<file path="src/rtl/md_pkg.sv">
// Shared definitions for the multiply/divide scheduler: op encodings, FSM states, control flags.
// Latency: none (package only).
// Backpressure: not applicable.
package md_pkg;

    localparam int MD_ITER = 32;

    typedef enum logic [2:0] {
        MD_MULT  = 3'd0,
        MD_MULTU = 3'd1,
        MD_DIV   = 3'd2,
        MD_DIVU  = 3'd3,
        MD_MTHI  = 3'd4,
        MD_MTLO  = 3'd5
    } md_op_e;

    typedef enum logic [1:0] {
        ST_IDLE = 2'd0,
        ST_ITER = 2'd1,
        ST_FIX  = 2'd2
    } md_state_e;

    // Latched per-operation control: which engine, and which result halves get negated.
    typedef struct packed {
        logic is_div;
        logic neg_lo;
        logic neg_hi;
    } md_ctl_t;

    // Magnitude of a 32-bit operand; 0x80000000 maps to itself, which is correct as unsigned.
    function automatic logic [31:0] md_abs(input logic [31:0] v, input logic sgn);
        return (sgn & v[31]) ? (~v + 32'd1) : v;
    endfunction

endpackage

</file>
<file path="src/rtl/md_div_iter.sv">
// One restoring-divide step: shift in the next dividend bit, trial-subtract the divisor.
// Latency: combinational.
// Backpressure: none; the caller registers the result every ITER cycle.
module md_div_iter (
    input  logic [31:0] rem,
    input  logic        dvd_bit,
    input  logic [31:0] dvs,
    output logic [31:0] rem_nxt,
    output logic        q_bit
);

    logic [32:0] shifted;
    logic [32:0] diff;

    // Partial remainder is always below the divisor, so the shifted value is below 2*divisor
    // and the trial difference fits in 33 bits with bit 32 acting as the borrow.
    always_comb begin
        shifted = {rem, dvd_bit};
        diff    = shifted - {1'b0, dvs};
        q_bit   = ~diff[32];
        rem_nxt = q_bit ? diff[31:0] : shifted[31:0];
    end

endmodule

</file>
<file path="src/rtl/md_sched.sv">
// MIPS HI/LO owner: sequences MULT/MULTU/DIV/DIVU over a 32-step iterative engine, handles MTHI/MTLO.
// Latency: mul/div 33 cycles busy (divide-by-zero 1; MD_FAST_MULT_EN gives 2-cycle multiply); MTHI/MTLO next cycle.
// Backpressure: stall = busy & (req_valid | hilo_rd); a held request is taken in the done cycle; cancel aborts.
module md_sched
    import md_pkg::*;
#(
    parameter int ITER = MD_ITER
) (
    input  logic        clk,
    input  logic        rst,
    input  logic        req_valid,
    input  logic [2:0]  req_op,
    input  logic [31:0] req_a,
    input  logic [31:0] req_b,
    input  logic        cancel,
    input  logic        hilo_rd,
    output logic        stall,
    output logic        busy,
    output logic        done,
    output logic [31:0] hi,
    output logic [31:0] lo
);

    md_state_e   state, state_nxt;
    logic [5:0]  cnt;
    logic [63:0] acc;      // mul: {partial product, multiplier}; div: {remainder, dividend/quotient}
    logic [31:0] opnd;     // multiplicand or divisor magnitude
    md_ctl_t     ctl, ctl_nxt;
    logic [31:0] hi_q, lo_q;
    logic        done_q;

    logic        accept, mul_req, div_req, sgn_req, div_zero, last_iter;
    logic [31:0] mag_a, mag_b;
    logic [32:0] mul_sum;
    logic [63:0] mul_acc, div_acc, prod_neg;
    logic [31:0] div_rem, fix_hi, fix_lo;
    logic        div_q;

    assign busy     = (state != ST_IDLE);
    assign stall    = busy & (req_valid | hilo_rd);
    assign done     = done_q;
    assign hi       = hi_q;
    assign lo       = lo_q;

    assign accept   = req_valid & ~cancel & (state == ST_IDLE);
    assign mul_req  = (req_op == MD_MULT) | (req_op == MD_MULTU);
    assign div_req  = (req_op == MD_DIV)  | (req_op == MD_DIVU);
    assign sgn_req  = (req_op == MD_MULT) | (req_op == MD_DIV);
    assign div_zero = div_req & (req_b == 32'd0);
    assign mag_a    = md_abs(req_a, sgn_req);
    assign mag_b    = md_abs(req_b, sgn_req);

`ifdef MD_FAST_MULT_EN
    logic [63:0] fast_prod;
    assign fast_prod = {32'd0, opnd} * {32'd0, acc[31:0]};
    assign last_iter = ~ctl.is_div | (cnt == 6'(ITER - 1));
`else
    assign last_iter = (cnt == 6'(ITER - 1));
`endif

    md_div_iter u_div_iter (
        .rem     (acc[63:32]),
        .dvd_bit (acc[31]),
        .dvs     (opnd),
        .rem_nxt (div_rem),
        .q_bit   (div_q)
    );

    // Per-step engine results, sign-correction flags for a new request, and the final fixed result.
    always_comb begin
        mul_sum        = {1'b0, acc[63:32]} + (acc[0] ? {1'b0, opnd} : 33'd0);
        mul_acc        = {mul_sum, acc[31:1]};
        div_acc        = {div_rem, acc[30:0], div_q};
        prod_neg       = ~acc + 64'd1;
        ctl_nxt.is_div = div_req;
        ctl_nxt.neg_lo = sgn_req & ~div_zero & (req_a[31] ^ req_b[31]);
        ctl_nxt.neg_hi = sgn_req & ~div_zero & (div_req ? req_a[31] : (req_a[31] ^ req_b[31]));
        if (ctl.is_div) begin
            fix_hi = ctl.neg_hi ? (~acc[63:32] + 32'd1) : acc[63:32];
            fix_lo = ctl.neg_lo ? (~acc[31:0] + 32'd1)  : acc[31:0];
        end else begin
            fix_hi = ctl.neg_hi ? prod_neg[63:32] : acc[63:32];
            fix_lo = ctl.neg_lo ? prod_neg[31:0]  : acc[31:0];
        end
    end

    // Next-state logic: divide-by-zero skips the engine; cancel aborts from any busy state.
    always_comb begin
        state_nxt = state;
        case (state)
            ST_IDLE: if (accept && (mul_req || div_req)) state_nxt = div_zero ? ST_FIX : ST_ITER;
            ST_ITER: if (cancel) state_nxt = ST_IDLE;
                     else if (last_iter) state_nxt = ST_FIX;
            ST_FIX:  state_nxt = ST_IDLE;
            default: state_nxt = ST_IDLE;
        endcase
    end

    // State register.
    always_ff @(posedge clk) begin
        if (rst) state <= ST_IDLE;
        else     state <= state_nxt;
    end

    // Datapath: operand capture on accept, one engine step per ITER cycle, HI/LO writeback in FIX.
    always_ff @(posedge clk) begin
        if (rst) begin
            hi_q   <= 32'd0;
            lo_q   <= 32'd0;
            cnt    <= 6'd0;
            acc    <= 64'd0;
            opnd   <= 32'd0;
            ctl    <= '0;
            done_q <= 1'b0;
        end else begin
            done_q <= (state == ST_FIX) & ~cancel;
            case (state)
                ST_IDLE: begin
                    if (accept) begin
                        if (req_op == MD_MTHI) hi_q <= req_a;
                        if (req_op == MD_MTLO) lo_q <= req_a;
                        if (mul_req || div_req) begin
                            cnt <= 6'd0;
                            ctl <= ctl_nxt;
                            if (div_zero) begin
                                acc <= {req_a, 32'hFFFF_FFFF};
                            end else if (div_req) begin
                                acc  <= {32'd0, mag_a};
                                opnd <= mag_b;
                            end else begin
                                acc  <= {32'd0, mag_b};
                                opnd <= mag_a;
                            end
                        end
                    end
                end
                ST_ITER: begin
                    cnt <= cnt + 6'd1;
`ifdef MD_FAST_MULT_EN
                    acc <= ctl.is_div ? div_acc : fast_prod;
`else
                    acc <= ctl.is_div ? div_acc : mul_acc;
`endif
                end
                ST_FIX: begin
                    if (!cancel) begin
                        hi_q <= fix_hi;
                        lo_q <= fix_lo;
                    end
                end
                default: ;
            endcase
        end
    end

endmodule

</file>
<file path="config.mk">
export PLATFORM = sky130hd
export DESIGN_NAME = md_sched
export DESIGN_NICKNAME = d
export VERILOG_FILES = /design/src/rtl/md_pkg.sv /design/src/rtl/md_div_iter.sv /design/src/rtl/md_sched.sv
export SDC_FILE = /design/constraint.sdc
export NUM_CORES = 1
export LEC_CHECK = 0
export BUFFER_PORTS_ARGS = -buffer_cell sky130_fd_sc_hd__buf_2
export CAP_MARGIN = 20
export CORE_MARGIN = 2
export CORE_UTILIZATION = 40
export CTS_CLUSTER_DIAMETER = 120
export DETAILED_ROUTE_END_ITERATION = 7
export RECOVER_POWER = 50
export SETUP_SLACK_MARGIN = 0.3
export SYNTH_ARGS = -nofsm -noshare
export SYNTH_HDL_FRONTEND = slang
export SYNTH_SLANG_ARGS = --single-unit
</file>
<file path="constraint.sdc">
create_clock -name clk -period 7.15 [get_ports clk]
set_clock_uncertainty 0.1 [all_clocks]
set_input_delay 1.0725 -clock clk [delete_from_list [all_inputs] [get_ports clk]]
set_output_delay 1.0725 -clock clk [all_outputs]
set_load 0.01 [all_outputs]
</file>
==> flow_metrics.py, run 1 <==
metrics = {
    "setup_path": {
        "cp.required_ps": 7380,
        "reg2reg_from": "state[0]",
        "slowest_delay_ps": 1340,
        "r2r_slack_ps": 2440,
        "crit_start": "req_b[2]",
        "path_cells": "buf_2 -> or3_1 -> or3b_2 -> nor4_1 -> nand3_2 -> nor4_1 -> buf_4 -> nor2_2 -> buf_4 -> nand3_1 -> a21boi_0 -> nor2_1",
        "endpoint": "opnd[22]",
        "crit_family": "simple AND/OR/NAND/NOR gates",
        "cp-end-kind": "flop",
        "startpoint_type": "input pin",
        "slowest_stage": "nor4_1",
        "path_buf_inv": 3,
        "cp_max_fo": 37,
        "cp.depth": 12,
        "r2r_cells": 8,
        "critPathKind": "in2reg",
        "r2r-end": "acc[59]",
        "cp.arrival_ps": 5940,
    },
    "logic_synthesis": {
        "synthesis.nets": 2250,
        "yosys.cell_types.count": 74,
        "synth.largest_area_cell": "dfxtp_1",
        "synth_edf_count": 0,
        "postSynthCellCount": 2107,
        "ys_warn_count": 0,
        "ys_async_sr_fraction": 0,
        "synth_top_area_frac": 0.2306,
        "synth_ff_type": "dfxtp_1",
        "syn-cell-area_mm2": 0.01493,
        "syn_avg_cell_area_um2": 7.086,
        "seq_area_frac_synth": 0.2306,
        "synth_top_cells_by_area": "dfxtp_1 23%, a21oi_1 7.9%, nor2_1 6.6%",
        "synth-seq-cells": 172,
    },
    "route": {
        "routed_via_density": 6.156,
        "ant_nets": 0,
        "drt-pass1-iter-count": 5,
        "drt_iter0_markers": 1845,
        "top_layer": "met5",
        "wl_um": 61200,
        "drt_drc_violations_left": 0,
        "wl_met2_um": 26010,
        "wl_met3_um": 5739,
        "met1Wirelength_um": 26150,
        "post_drt_wl_per_cell_um": 23.36,
        "vias": 16130,
    },
    "clock_tree": {
        "htreeDepth": 4,
        "clkLatencyLatePin_ps": 450,
        "postCtsHoldBufs": 0,
        "clock_sinks": 172,
        "post_cts_resized": 0,
        "clockRootBuffer": "clkbuf_16",
        "cts_tree": "yes",
        "cts_setup_buffers": 0,
        "path_clk_slew_ps": 70,
        "clk_path_buf_depth": 2,
        "cts_buffers": 17,
    },
    "floorplan": {
        "io-pin-count": 139,
        "die_h_um": 197.2,
        "start_util": 0.4069,
        "fp.dieW_um": 197.2,
        "die-area_mm2": 0.03889,
        "rows": 70,
        "core_mm2": 0.03670,
    },
    "power": {
        "p_leak_nw": 6.193,
        "irDropWorstVdd_v": 0.0001497,
        "power.density_mw_per_mm2": 213.1,
        "totalPowerFinal_mw": 3.470,
    },
    "layout": {
        "regArea_mm2": 0.003445,
        "multiInputGateArea_mm2": 0.01065,
        "final_nets": 2282,
        "most-common-layout-cells": "261 x nor2_1, 237 x a21oi_1, 229 x nand2_1",
        "layoutNonFillerInstCount": 2620,
        "fillers": 3840,
        "drive_gt1_frac": 0.07299,
        "final_util": 0.4438,
        "mostFrequentLayoutCell": "nor2_1",
        "syn_to_final_growth_pct": 9.084,
    },
    "place": {
        "gp_congestion": 0.9919,
        "place_inst": 2584,
        "dp_hpwl_um": 46060,
        "io_buffers": 138,
    },
    "grt": {
        "track_usage": 0.3069,
        "grt_overflow": 0,
        "first_global_vias": 14600,
        "grt_pass1_wl_um": 90220,
        "grt_max_degree": 106,
        "antenna_found_initial": 7,
    },
    "sta": {
        "worst_pin_slew_ps": 3065,
        "fin_hold_ws_ps": 356.6,
        "setup_viol_count_final": 0,
        "min_period_over_period": 0.7987,
        "rsz0062_at_grt": "no",
        "fin_setup_tns_ps": 0,
        "max_slew_margin": -1.043,
        "hold_viol_final": 0,
        "slew_viol_final": 215,
        "post-route-min-period_ps": 5711,
        "clock.fmax_mhz": 175.1,
    },
    "status": {
        "status": "complete, but fails checks",
        "violations": "max-capacitance violations, max-slew violations",
    },
    "hold_path": {
        "min_path_type": "reg2reg",
        "worstHoldStart": "lo[15]",
        "worstHoldPathCells": 2,
    },
    "flow_run": {
        "drv_cap": 5,
    },
}
==> layer usage <==
metal | up-vias | track usage
li1 | 7645 | -
met3 | 130 | 0.04610
met4 | 6 | 0.1551
met1 | 7557 | 0.4253
met5 | - | 0
met2 | 790 | 0.4618
==> final cells by class <==
class	instances	share of cell area
inverters	60	0.01383
clock inverters	13	0.008527
repair buffers	162	0.04894
flip-flops and latches	172	0.2115
well taps	468	0.03595
diodes	1	0.0001536
clock buffers	18	0.02696
multi-input cells	1726	0.6541
==> flip-flops by register name, indices dropped and copies added (netlist names) <==
register / cells
lo: 32
cnt: 6
state: 2
acc: 64
opnd: 32
done: 1
ctl: 3
hi: 32
==> stage by stage <==
step | instance area, µm² | setup slack, ps
2_1_floorplan | 14930 | 3541
3_3_place_gp | 15790 | 2296
6_report | 16290 | 1439
3_5_place_dp | 15790 | 2329
5_1_grt | 16280 | 1198
4_1_cts | 16370 | 2660
==> worst reg2reg max path, delay by kind of cell, from the launching register on <==
kind / cells / cell delay [ps]
AO/OA/AOI/OAI: 2 / 630
flip-flops: 1 / 540
AND/OR/NAND/NOR: 4 / 670
buffers and inverters: 2 / 2650
==> report_power, final <==
| group | internal (mW) | switching (mW) |
|---|---|---|
| logic | 0.488 | 0.892 |
| clock network | 0.496 | 0.462 |
| registers | 1.02 | 0.118 |
==> logic make-up (layout without fill, tap and decap cells) <==
kind of cell | Yosys count | in the layout | share of synthesized area
buf+inv | 209 | 253 | 0.05590
other cells | 0 | 1 | 0
mux | 58 | 58 | 0.03964
compound gates | 677 | 677 | 0.2832
xor+xnor | 161 | 161 | 0.09444
flops | 172 | 172 | 0.2306
fa+ha+maj | 71 | 71 | 0.06050
simple gates | 759 | 759 | 0.2357
==> cells in the mapped netlist (25+ instances only) <==
master and instances:
ha_1 69, clkbuf_1 122, a21o_1 30, nand3_1 42, o211ai_1 25, nor2_1 263, xor2_1 85, mux2i_1 49
a211oi_1 43, dfxtp_1 172, inv_1 60, nand2_1 229, xnor2_1 76, o21ai_0 144, a21oi_1 237, o31ai_1 33
nor3_1 56
==> worst min path at each step <==
stage | endpoint | slack, ps
2_1_floorplan | opnd[10] | 330
3_3_place_gp | hi[14] | 330
3_5_place_dp | hi[29] | 340
4_1_cts | lo[19] | 360
5_1_grt | opnd[7] | 370
6_report | lo[15] | 360
No activity file was read; power rests on OpenSTA's default activity.
==> run 2, diff against run 1 <==
==> constraint.sdc (replaced) <==
create_clock -name clk -period 4.6 [get_ports clk]
set_clock_uncertainty 0.1 [all_clocks]
set_input_delay 0.69 -clock clk [delete_from_list [all_inputs] [get_ports clk]]
set_output_delay 0.69 -clock clk [all_outputs]
set_load 0.01 [all_outputs]
==> flow_metrics.py, run 2 (synthesis results as in run 1) <==
metrics = {
    "power": {
        "irDropWorstVdd_v": 0.0002626,
        "power.density_mw_per_mm2": 327.3,
        "totalPowerFinal_mw": 5.389,
        "p_leak_nw": 6.328,
    },
    "setup_path": {
        "reg2reg_from": "acc[0]",
        "crit_path_frequent_cell": "o21ai_0",
        "startpoint_type": "flop",
        "r2r_cells": 13,
        "cp-end-kind": "flop",
        "cp.arrival_ps": 4180,
        "slowest_stage": "a2111oi_0",
        "path_buf_inv": 2,
        "critPathKind": "reg2reg",
        "r2r_slack_ps": 650,
        "slowest_delay_ps": 550,
        "crit_family": "compound AO/OA/AOI/OAI gates",
        "path_cells": "inv_1 -> buf_4 -> nor2_1 -> ha_1 -> o21ai_0 -> o21bai_1 -> o21a_1 -> o41ai_2 -> o31a_1 -> o21ai_0 -> a2111oi_0 -> nor3_2 -> a211o_1",
        "r2r-end": "acc[60]",
        "cp.required_ps": 4830,
        "cp_max_fo": 18,
    },
    "route": {
        "vias": 16380,
        "routed_via_density": 6.198,
        "post_drt_wl_per_cell_um": 23.59,
        "drt_drc_violations_left": 0,
        "drt_iter0_markers": 1518,
        "drt-pass1-iter-count": 8,
        "ant_nets": 0,
        "wl_um": 62350,
    },
    "layout": {
        "mostFrequentLayoutCell": "nor2_1",
        "most-common-layout-cells": "261 x nor2_1, 237 x a21oi_1, 229 x nand2_1",
        "largest_reg_flops": 64,
        "drive_gt1_frac": 0.08556,
        "regArea_mm2": 0.003445,
        "multiInputGateArea_mm2": 0.01070,
        "max_flop_register": "acc",
        "final_nets": 2304,
        "final_cell_area_mm2": 0.01647,
        "final_util": 0.4487,
        "syn_to_final_growth_pct": 10.28,
        "fillers": 3885,
    },
    "clock_tree": {
        "cts_buffers": 17,
        "cts_tree": "yes",
        "postCtsHoldBufs": 0,
        "clk_path_buf_depth": 2,
        "path_clk_slew_ps": 80,
        "clock_sinks": 172,
        "htreeDepth": 4,
        "clockRootBuffer": "clkbuf_16",
        "clkLatencyLatePin_ps": 450,
    },
    "sta": {
        "min_period_over_period": 0.8585,
        "rsz0062_at_grt": "no",
        "fin_setup_tns_ps": 0,
        "clock.fmax_mhz": 253.2,
        "hold_viol_final": 0,
        "post-route-min-period_ps": 3949,
        "slew_viol_final": 162,
        "layout_setup_ws_ps": 650.7,
        "worst_pin_slew_ps": 1960,
        "max_slew_margin": -0.3068,
        "setup_viol_count_final": 0,
    },
    "place": {
        "dp_hpwl_um": 47580,
        "dpl_cell_area_mm2": 0.01600,
        "gp_congestion": 0.9637,
        "place_ws_ps": 496.7,
        "io_buffers": 138,
    },
    "floorplan": {
        "die-area_mm2": 0.03889,
        "core_mm2": 0.03670,
        "die_h_um": 197.2,
        "start_util": 0.4069,
        "rows": 70,
        "fp.dieW_um": 197.2,
        "io-pin-count": 139,
    },
    "grt": {
        "antenna_found_initial": 1,
        "grt_pass1_wl_um": 92050,
        "first_global_vias": 14800,
        "grt_max_degree": 82,
        "grt_overflow": 0,
        "track_usage": 0.3134,
    },
    "hold_path": {
        "min_to": "hi[28]",
        "worstHoldPathCells": 2,
        "min_path_type": "reg2reg",
        "worstHoldStart": "hi[28]",
    },
    "status": {
        "violations": "max-capacitance violations, max-slew violations",
        "status": "complete, but fails checks",
    },
    "flow_run": {
        "drv_cap": 3,
    },
}
[run 2: cell types whose count changed in the layout (fill, tap and decap cells not counted), moves of 2 or more]
cell	change
inv_8	+3
nor4_4	+2
clkinv_2	+3
buf_4	+24
nor4_1	-2
clkinv_4	-3
clkbuf_1	-2
[run 2: how the worst max path moves through the flow]
stage | cells after the start | from | endpoint
after CTS | 12 | acc[31] | acc[56]
final | 13 | acc[0] | acc[60]
after floorplan | 13 | acc[31] | acc[45]
after global routing | 13 | acc[31] | acc[42]
after global placement | 11 | acc[32] | acc[56]
after detailed placement | 12 | acc[31] | acc[56]
[run 2: timing repair]
item                                    4_1_cts  5_1_grt
endpoints found under the hold margin         0        0
setup buffers                                 0        0
gates resized for setup                       0        3
endpoints found under the setup margin        0        7
[run 2: worst min-delay path: stages (launching register included)]
cell	delay, ps
dfxtp_1	310
nand2_1	50
o21ai_1	50
[run 2: cell type report]
cell class                      count  area share
Multi-Input combinational cell   1726      0.6496
Sequential cell                   172      0.2092
Timing Repair Buffer              184     0.05836
Tap cell                          468     0.03556
Clock buffer                       19     0.02690
Inverter                           60     0.01368
Clock inverter                     13    0.006535
Antenna cell                        1   0.0001520
[run 2: routing by layer]
metal / up-vias / wire length [µm] / GRT usage
met2: 874 / 26390 / 0.4716
met3: 114 / 5870 / 0.04815
li1: 7707 / - / -
met1: 7685 / 27030 / 0.4370
met5: - / 0 / 0
met4: 0 / 3062 / 0.1484
[run 2: power breakdown]
group          total, mW  internal (mW)  switching, mW
registers           1.73           1.58          0.149
logic               2.23          0.785           1.44
clock network       1.43          0.721          0.713
total               5.39           3.08           2.31
[run 2: stage by stage]
| step | cells | hold WS, ps |
|---|---|---|
| finish | 2643 | 345.4 |
| global route | 2642 | 369.9 |
| CTS | 2642 | 345.7 |
| detailed placement | 2610 | 336.5 |
| global placement | 2609 | 334.4 |
| floorplan | 2107 | 331.9 |
